File: config.mk
export PLATFORM = sky130hd
export DESIGN_NAME = fir_mac_sequencer
export DESIGN_NICKNAME = d
export VERILOG_FILES = /design/src/rtl/fir_mac_sequencer_pkg.sv /design/src/rtl/fir_mac_sequencer_mac_sat_step.sv /design/src/rtl/fir_mac_sequencer.sv
export SDC_FILE = /design/constraint.sdc
export NUM_CORES = 1
export LEC_CHECK = 0
export ABC_AREA = 1
export CAP_MARGIN = 20
export CORE_MARGIN = 2
export CORE_UTILIZATION = 45
export CTS_CLUSTER_DIAMETER = 100
export CTS_CLUSTER_SIZE = 20
export DETAILED_ROUTE_END_ITERATION = 8
export DONT_BUFFER_PORTS = 1
export PLACE_DENSITY_LB_ADDON = 0.05
export SLEW_MARGIN = 20
export SYNTH_ARGS = -nofsm -noshare
export SYNTH_HDL_FRONTEND = slang
export SYNTH_SLANG_ARGS = --single-unit
File: constraint.sdc
create_clock -name clk -period 11.26 [get_ports clk]
set_clock_uncertainty 0.05 [all_clocks]
set_input_delay 2.252 -clock clk [delete_from_list [all_inputs] [get_ports clk]]
set_output_delay 2.252 -clock clk [all_outputs]
set_load 0.02 [all_outputs]
File: src/rtl/fir_mac_sequencer_pkg.sv
// Shared constants for the time-multiplexed FIR MAC sequencer: word width,
// FSM state encodings and the saturation limits of the 2N-bit datapath.
`ifndef N
`define N 16
`endif

package fir_mac_sequencer_pkg;
  localparam int N = `N;
  localparam int W = 2 * N;

  typedef enum logic [1:0] {
    ST_IDLE = 2'd0,
    ST_MAC  = 2'd1,
    ST_DONE = 2'd2
  } state_t;

  // Bit W-2 is the effective sign, so the usable range stops one bit short.
  localparam logic [W-1:0] POS_LIM = {2'b00, {(W-2){1'b1}}};
  localparam logic [W-1:0] NEG_LIM = {2'b11, {(W-2){1'b0}}};
endpackage

File: src/rtl/fir_mac_sequencer_mac_sat_step.sv
// One combinational multiply-accumulate step with product clamp and
// saturating add; sat reports that either limit was hit in this step.
module mac_sat_step
  import fir_mac_sequencer_pkg::*;
(
  input  logic [N-1:0] x,
  input  logic [N-1:0] c,
  input  logic [W-1:0] acc,
  output logic [W-1:0] acc_next,
  output logic         sat
);

  logic signed [W-1:0] xs, cs, prod;
  logic [W-1:0] prod_sat, sum;
  logic prod_clamp, pos_ovf, neg_ovf;

  always_comb begin
    xs = {{N{x[N-1]}}, x};
    cs = {{N{c[N-1]}}, c};
    prod = xs * cs;
    // Only (-2^(N-1))^2 lands at 2^(W-2), which is positive with bit W-2 set.
    prod_clamp = !prod[W-1] && prod[W-2];
    prod_sat = prod_clamp ? POS_LIM : prod;
    sum = acc + prod_sat;
    pos_ovf = !acc[W-2] && !prod_sat[W-2] && sum[W-2];
    neg_ovf = acc[W-2] && prod_sat[W-2] && !sum[W-2];
    acc_next = pos_ovf ? POS_LIM : (neg_ovf ? NEG_LIM : sum);
    sat = prod_clamp | pos_ovf | neg_ovf;
  end

endmodule

File: src/rtl/fir_mac_sequencer.sv
// FIR controller sharing one saturating MAC across all taps, one result per
// sample. Define FIR_SAT_FLAG_EN to build the sticky saturation flag.
module fir_mac_sequencer
  import fir_mac_sequencer_pkg::*;
#(
  parameter int TAPS = 8,
  parameter int AW   = $clog2(TAPS)
) (
  input  logic          clk,
  input  logic          reset_n,
  input  logic          sample_valid,
  input  logic [N-1:0]  sample_in,
  output logic          sample_ready,
  input  logic          coef_we,
  input  logic [AW-1:0] coef_addr,
  input  logic [N-1:0]  coef_wdata,
  output logic          y_valid,
  output logic [W-1:0]  y_out,
  output logic          busy,
  output logic          sat_flag
);

  localparam logic [AW-1:0] LAST = AW'(TAPS - 1);

  state_t        state;
  logic [N-1:0]  x [TAPS];
  logic [N-1:0]  c [TAPS];
  logic [W-1:0]  acc;
  logic [W-1:0]  acc_next;
  logic [AW-1:0] k;
  logic          step_sat;

  mac_sat_step u_step (
    .x        (x[k]),
    .c        (c[k]),
    .acc      (acc),
    .acc_next (acc_next),
    .sat      (step_sat)
  );

  // The result is registered on the last MAC edge so it is visible in DONE.
  always_ff @(posedge clk) begin
    if (!reset_n) begin
      state        <= ST_IDLE;
      acc          <= '0;
      k            <= '0;
      y_out        <= '0;
      y_valid      <= 1'b0;
      busy         <= 1'b0;
      sample_ready <= 1'b1;
      for (int i = 0; i < TAPS; i++) begin
        x[i] <= '0;
        c[i] <= '0;
      end
    end else begin
      y_valid <= 1'b0;
      case (state)
        ST_IDLE: begin
          if (coef_we) c[coef_addr] <= coef_wdata;
          if (sample_valid) begin
            for (int i = TAPS - 1; i > 0; i--) x[i] <= x[i-1];
            x[0]         <= sample_in;
            acc          <= '0;
            k            <= '0;
            busy         <= 1'b1;
            sample_ready <= 1'b0;
            state        <= ST_MAC;
          end
        end
        ST_MAC: begin
          acc <= acc_next;
          k   <= k + 1'b1;
          if (k == LAST) begin
            y_out   <= acc_next;
            y_valid <= 1'b1;
            state   <= ST_DONE;
          end
        end
        ST_DONE: begin
          busy         <= 1'b0;
          sample_ready <= 1'b1;
          state        <= ST_IDLE;
        end
        default: state <= ST_IDLE;
      endcase
    end
  end

`ifdef FIR_SAT_FLAG_EN
  logic sat_sticky;
  logic sat_out;

  always_ff @(posedge clk) begin
    if (!reset_n) begin
      sat_sticky <= 1'b0;
      sat_out    <= 1'b0;
    end else if (state == ST_IDLE && sample_valid) begin
      sat_sticky <= 1'b0;
    end else if (state == ST_MAC) begin
      sat_sticky <= sat_sticky | step_sat;
      if (k == LAST) sat_out <= sat_sticky | step_sat;
    end
  end

  assign sat_flag = sat_out;
`else
  logic unused_step_sat;
  assign unused_step_sat = step_sat;
  assign sat_flag = 1'b0;
`endif

endmodule

==> impl_metrics.toml <==
[clocking]
cts_buffers = 22
holdBufCountCts = 0
cts_setup_buffers = 0
clockBufferDepth = 3
clock-root-buffer = "clkbuf_16"
clock-sinks = 331
clk_pin_slew_ps = 90
htree_levels = 1
cts_tree = "yes"
insertion_delay_ps = 570

[global_route]
grt_pass1_wl_um = 118000
grt_max_degree = 105
grt_use_total_pct = 25.0
grt_pass1_vias = 20400
grt_overflow_total = 0
antenna_found_initial = 0

[synth]
synth_largest_area_cell = "edfxtp_1"
ys.flop_type = "edfxtp_1"
synthesis.nets = 3562
syn_area_um2 = 26500
postSynthCellCount = 3140
ys_ff_latch = 331
ys_seq_area_share_pct = 34.7
ys_top_cells_by_count = "nand2_1, inv_1, nor2_1"
yosysMostFrequentCell = "nand2_1"
syn_avg_cell_area_um2 = 8.44
synth_top_area_share_pct = 29.0
ys_top_cells_by_area = "edfxtp_1, fa_1, nand2_1, inv_1, nor2_1"
synthArstFlopShare_pct = 0
ys_warn_count = 0
synth_edf_count = 256
synth_cell_types = 52

[setup_path]
cp_num_cells = 44
timing.critical_path.buf_inv = 9
crit_path_max_fanout = 41
crit_required_ps = 11660
reg2reg_depth = 44
critical_path_arrival_ps = 10810
crit_path_end_kind = "register"
crit_type = "register to register"
cpLargestDelayFamily = "adder cells"
slowest_stage = "fa_1"
critPathLaunchType = "register"
max_stage_delay_ps = 750

[cells_and_area]
drive_gt1_share_pct = 5.34
fin_cells = 3872
area_growth_pct = 5.69
diodes = 0
fin_nets = 3518

[floorplanning]
die_width_um = 247
core_area_um2 = 57900
die_h_um = 247
rows = 88
start_util_pct = 45.8
die-area_um2 = 60800
io_pins = 75

[timing]
rsz0062_at_grt = "no"
slew_violations = 0
hold_viol = 0
setup_tns_ps = 0
tightest_slew_ps = 1020
fin_crit_ps = 10410
timing.final.crit_share_pct = 92.5
setup_viol = 0
fmax_mhz = 96.0
slew_headroom_pct = 32.3

[routing]
postRouteAntennaNets = 0
viasPerCell = 5.18
drt-total-wl_um = 74100
drt_iter0_drc = 1411
drc = 0
wl_per_cell_um = 19.1
drt_pass1_iterations = 5
vias = 20100

[placed_design]
dp.cells = 3837
port_buffers = 0
hpwl_um = 55400
gp_congestion = 0.948

[flow_run]
drv_cap = 0

[outcome]
status = "finished clean"

[min_path]
hold_depth = 2
hp-class = "register to register"
-- through the flow --
stage / worst slack, ps / hold WS [ps] / cell area (um^2) / util (%)
2_1_floorplan: 2620 / 400 / 26500 / -
3_3_place_gp: 737 / 422 / 27300 / 47.2
3_5_place_dp: 666 / 431 / 27300 / 47.2
4_1_cts: 656 / 442 / 28000 / 48.3
5_1_grt: 112 / 462 / 28000 / 48.4
6_report: 847 / 435 / 28000 / 48.4
-- placed cells by master (no fill, tap or decap), types with 5 or more instances in the layout --
| cell type | count |
|---|---|
| edfxtp_1 | 256 |
| a21oi_1 | 143 |
| fa_1 | 262 |
| clkbuf_1 | 7 |
| inv_1 | 576 |
| o21ai_1 | 17 |
| a21o_1 | 8 |
| nand3_2 | 11 |
| a31oi_1 | 7 |
| nand3_1 | 82 |
| o21bai_1 | 6 |
| o22ai_1 | 32 |
| xor2_1 | 27 |
| nand2_1 | 586 |
| xnor2_1 | 14 |
| nor2_1 | 523 |
| o21ai_0 | 160 |
| inv_2 | 7 |
| buf_4 | 45 |
| a21oi_2 | 20 |
| nand3b_1 | 5 |
| nand4_1 | 7 |
| nand2_4 | 5 |
| o21ai_2 | 12 |
| clkbuf_16 | 22 |
| or2_2 | 6 |
| dfxtp_1 | 73 |
| nor3_1 | 8 |
| ha_1 | 120 |
| nand2_2 | 12 |
| nor2_2 | 5 |
| o21a_1 | 5 |
-- layer usage --
metal / routed length [um] / part of all wire (%) / track usage (%)
met5: 0 / 0 / 0
met3: 4190 / 5.7 / 3.45
met4: 860 / 1.2 / 3.79
met1: 33300 / 45 / 34.9
met2: 35700 / 48 / 42.3
-- worst min-delay path: cells and delay by family (launching register included) --
kind	cells	cell delay (ps)
AO/OA/AOI/OAI	1	60
AND/OR/NAND/NOR	1	60
flip-flops	1	320
-- final cells by class --
cell class / instances / area, um^2
tap: 765 / 957
clock inverter: 6 / 76.3
sequential: 331 / 9190
inverter: 588 / 2210
timing repair buffer: 49 / 409
multi-input combinational: 2104 / 14600
clock buffer: 29 / 577
fill: 5719 / 29900
-- timing repair --
action	CTS	global route
endpoints found under the hold margin	0	0
setup endpoints to repair	0	62
resized for setup	0	2
-- final timing paths --
path                                from  endpoint  slack (ps)
worst max-delay path            register   acc[18]         850
worst min-delay path             acc[29]   acc[29]         440
worst max register to register  register   acc[18]         850
worst min register to register   acc[29]   acc[29]         440
-- sequential cells by signal, indices dropped and copies added (netlist names), named ones only --
signal        flops
acc              32
busy              1
c               128
k                 3
sample_ready      1
state             2
x               128
y_out            32
y_valid           1
-- cell families after synthesis --
logic type      after synthesis  synth area share [%]
flops                       331                  34.7
simple gates               1259                  19.1
compound gates              420                  8.90
xor+xnor                     41                  1.36
buf+inv                     705                  10.4
fa+ha+maj                   383                  25.5
other cells                   1                0.0142
Power is left out: the tool's default activity adds up to more than one toggle a clock period on the data nets, which glitch-free logic cannot reach.
